$ cat src/rtl/msk_aes_shiftrows_buffer.sv
`default_nettype none
// ============================================================================
//  Module      : msk_aes_shiftrows_buffer
//  Description : Column-serial masked AES ShiftRows. Four columns are
//                collected into a registered 4x4 byte state, then drained
//                as four row-rotated columns. Bytes move share-by-share and
//                are never combined with other bytes or with their own shares.
//  Revision    : 1.0 - initial release
// ============================================================================
module msk_aes_shiftrows_buffer #(
   parameter int d = 2
) (
   input  logic            clk,
   input  logic            rst_n,
   input  logic            inverse,
   input  logic            in_valid,
   output logic            in_ready,
   input  logic [32*d-1:0] in_col,
   output logic            out_valid,
   input  logic            out_ready,
   output logic [32*d-1:0] out_col,
   output logic            out_inverse,
   output logic            out_last
);

   // One masked byte: d shares of 8 bits each.
   localparam int BW = 8 * d;

   typedef enum logic [0:0] {
      FILL  = 1'b0,
      DRAIN = 1'b1
   } state_t;

   state_t     state;
   state_t     state_nxt;
   logic [1:0] cnt;
   logic [1:0] cnt_nxt;
   logic       in_fire;

   assign in_fire = in_valid & in_ready;

   // FSM state and column counter registers
   always_ff @(posedge clk or negedge rst_n) begin
      if (!rst_n) begin
         state <= FILL;
         cnt   <= 2'd0;
      end else begin
         state <= state_nxt;
         cnt   <= cnt_nxt;
      end
   end

   // Next-state, counter advance and handshake outputs
   always_comb begin
      state_nxt = state;
      cnt_nxt   = cnt;
      in_ready  = 1'b0;
      out_valid = 1'b0;
      out_last  = 1'b0;
      case (state)
         FILL: begin
            in_ready = 1'b1;
            if (in_valid) begin
               cnt_nxt = cnt + 2'd1;
               if (cnt == 2'd3) begin
                  state_nxt = DRAIN;
               end
            end
         end
         DRAIN: begin
            out_valid = 1'b1;
            out_last  = (cnt == 2'd3);
            if (out_ready) begin
               cnt_nxt = cnt + 2'd1;
               if (cnt == 2'd3) begin
                  state_nxt = FILL;
               end
            end
         end
         default: begin
            state_nxt = FILL;
            cnt_nxt   = 2'd0;
         end
      endcase
   end

   // Direction is captured with column 0 and held for the whole block
   always_ff @(posedge clk or negedge rst_n) begin
      if (!rst_n) begin
         out_inverse <= 1'b0;
      end else if (in_fire && (cnt == 2'd0)) begin
         out_inverse <= inverse;
      end
   end

   // Each state row lives in its own register bank; the output byte for that
   // row is a pure mux over the registered bank, rotated by the row index.
   for (genvar r = 0; r < 4; r++) begin : g_row
      localparam logic [1:0] ROW = 2'(r);

      logic [BW-1:0] row_q [4];
      logic [1:0]    sel;

      // Capture row r of each accepted column; cleared on reset so no stale
      // shares remain visible
      always_ff @(posedge clk or negedge rst_n) begin
         if (!rst_n) begin
            for (int c = 0; c < 4; c++) begin
               row_q[c] <= '0;
            end
         end else if (in_fire) begin
            row_q[cnt] <= in_col[BW*r +: BW];
         end
      end

      // Modulo-4 wrap comes for free from the 2-bit arithmetic
      assign sel = out_inverse ? (cnt - ROW) : (cnt + ROW);
      assign out_col[BW*r +: BW] = row_q[sel];
   end

endmodule
`default_nettype wire

$ cat config.mk
export PLATFORM = sky130hd
export DESIGN_NAME = msk_aes_shiftrows_buffer
export DESIGN_NICKNAME = d
export VERILOG_FILES = /design/src/rtl/msk_aes_shiftrows_buffer.sv
export SDC_FILE = /design/constraint.sdc
export NUM_CORES = 1
export LEC_CHECK = 0
export CELL_PAD_IN_SITES_DETAIL_PLACEMENT = 0
export CELL_PAD_IN_SITES_GLOBAL_PLACEMENT = 1
export CORE_MARGIN = 5
export CORE_UTILIZATION = 48
export DETAILED_ROUTE_END_ITERATION = 8
export PLACE_DENSITY = 0.88
export SYNTH_ARGS = -nofsm -noshare
export SYNTH_HDL_FRONTEND = slang
export SYNTH_SLANG_ARGS = --single-unit
$ cat constraint.sdc
create_clock -name clk -period 5.04 [get_ports clk]
set_input_delay 1.008 -clock clk [delete_from_list [all_inputs] [get_ports clk]]
set_output_delay 1.008 -clock clk [all_outputs]
set_load 0.05 [all_outputs]
==> out/qor.yml <==
dp_hpwl_mm: 15.6
path_cells: "inv_1 > ha_1 > xor2_2 > mux4_1 > clkdlybuf4s50_1"
synth_sequential_area_ratio_pct: 56.8
required_ns: 4.03
drive_gt1_share_pct: 48.8
ys_ff_latch: 260
rr_endpoint: "g_row[2].row_q[20]"
yosysUniqueCellTypes: 18
first_iter_violations: 247
grt_pass1_wl_mm: 39.1
cts_resized: 0
wl_mm: 24.0
endpoint_kind: "output pin"
grt_use_total_pct: 18.2
cts_hold_buffers: 0
dieArea_um2: 27100
max_clock_freq_ghz: 0.216
tns_ns: 0
cts_made_buffers: 29
synthTopCellsByArea: "dfrtp_1 57%, mux2_2 25%, mux4_2 9.4%, mux4_1 3.7%, buf_6 2.7%"
antenna_found_initial: 2
die_x_um: 165
syn2layout_area_growth_pct: 21.8
critPathMaxStageDelay_ns: 0.77
globalplace.congestion: 0.729
hold_depth: 1
netlist_area_um2: 11500
syn_area_per_cell_um2: 17.9
placementRows: 56
period_needed_ns: 4.63
fillers: 1713
hold_viol: 0
cp_slowest_cell: "xor2_2"
syn_inst: 641
yosysWarnings: 0
drtAntennaViolNets: 0
reg2regPathDepth: 5
worst_pin_slew_ns: 1.02
post-place-cells: 1072
htreeDepth: 1
grt_start_max_net_pins: 117
synth_area_leader_cell: "dfrtp_1"
relSlewSlack_pct: 32.3
numPortBuffers: 136
grt_pass1_vias: 7120
pin_count: 137
drt_first_pass_iters: 4
min_period_over_period_pct: 91.8
cts_sinks: 260
final_cells: 1127
fin_skew_ns: 0.0154
vias: 6180
viasPerCell: 5.48
root_buffer: "clkbuf_16"
grt-ovfl-total: 0
clock_latency_ns: 0.53
setup_violations: 0
crit_path_end: "out_col[27]"
clkTransAtPathRegs_ns: 0.06
regArea_um2: 6510
critPathMaxFanout: 18
start_util_pct: 48.8
drc_errors: 0
postCtsSetupRepairBufs: 0
r2r_setup_slack_ns: 2.35
syn-num-nets: 714
cts_tree: "built"
critPathLaunch: "cnt[0]"
critical_path.startpoint_type: "register"
maxCapViolations: 0
drv_slew: 0
outcome: "finished clean"
worst-endpoint-arrival_ns: 3.62
hp-class: "reg2reg"
rsz0062_at_grt: "no"
nNetsFinal: 857
fp.dieH_um: 165
synth_top_cell_area_share_pct: 56.8
routedWlPerCell_um: 21.3
multi_input_area_um2: 4560
r2r-start: "cnt[1]"
worstSetupPathType: "reg2out"
cts_buffer_depth: 3
core_area_um2: 23500
[state kept, by name, summed over array words and instances, names as in the netlist]
register / flops
cnt: 2
g_row.row_q: 256
state: 1
out_inverse: 1
[cell usage after synthesis, drive strengths merged]
| master | number |
|---|---|
| and2 | 2 |
| buf | 40 |
| clkbuf | 1 |
| dfrtp | 260 |
| ha | 4 |
| inv | 3 |
| mux2 | 258 |
| mux2i | 1 |
| mux4 | 64 |
| nand3b | 4 |
| o21ai | 1 |
| xnor2 | 2 |
| xor2 | 1 |
[final cells by class]
cell class,count,area share [%]
Clock inverter,12,1.22
Antenna cell,1,0.0179
Sequential cell,260,46.7
Clock buffer,42,6.12
Tap cell,319,2.86
Inverter,3,0.0807
Timing Repair Buffer,153,10.4
Multi-Input combinational cell,337,32.6
[kinds of logic after synthesis]
group,count (synthesis),share of synthesized area [%]
buffers and inverters,44,3.46
AO/OA/AOI/OAI,1,0.0436
multiplexers,323,38.5
AND/OR/NAND/NOR,6,0.371
adder cells (fa/ha/maj),4,0.437
XOR/XNOR,3,0.360
flip-flops,260,56.8
[metal layers]
metal  vias up  GRT usage, %  wire [µm]
li1       2716             -          -
met1      3303          23.8       9980
met2       121          31.5      12300
met3        38          3.69       1160
met4         2          4.61        556
met5         -             0         13
[cell usage in the layout (no fill, tap or decap), drive strengths merged]
cell,synthesis,layout
dfrtp,260,260
mux2,258,258
clkdlybuf4s50,0,118
mux4,64,64
clkbuf,1,42
buf,40,35
clkinv,0,5
inv,3,5
nand3b,4,4
ha,4,4
bufinv,0,4
and2,2,2
xnor2,2,2
diode,0,1
xor2,1,1
o21ai,1,1
mux2i,1,1
clkinvlp,0,1
[metrics by stage]
stage	util [%]	cell area, µm²	worst slack (ns)	hold slack (ns)
finish	59.5	14000	0.414	0.498
global placement	55.1	12900	0.956	0.479
floorplan	-	11500	1.73	0.470
CTS	59.4	14000	0.280	0.499
detailed placement	55.1	12900	0.849	0.486
global route	59.5	14000	0.190	0.511
[worst min-delay path by stage]
stage                                  start            endpoint  slack, ns
after floorplan           g_row[1].row_q[63]  g_row[1].row_q[63]       0.47
after global routing       g_row[1].row_q[4]   g_row[1].row_q[4]       0.51
after detailed placement  g_row[1].row_q[43]  g_row[1].row_q[43]       0.49
final                     g_row[2].row_q[50]  g_row[2].row_q[50]       0.50
after global placement    g_row[1].row_q[50]  g_row[1].row_q[50]       0.48
after CTS                 g_row[1].row_q[43]  g_row[1].row_q[43]       0.50
[worst max-delay path: cells and delay by family, from the launching register on]
kind | cells | cell delay, ns
flops | 1 | 0.65
xor+xnor | 1 | 0.77
mux | 1 | 0.42
buf+inv | 2 | 0.85
fa+ha+maj | 1 | 0.40
Power is not shown: default switching activity piles up to over one toggle a cycle in this logic, so the estimate is an artifact.
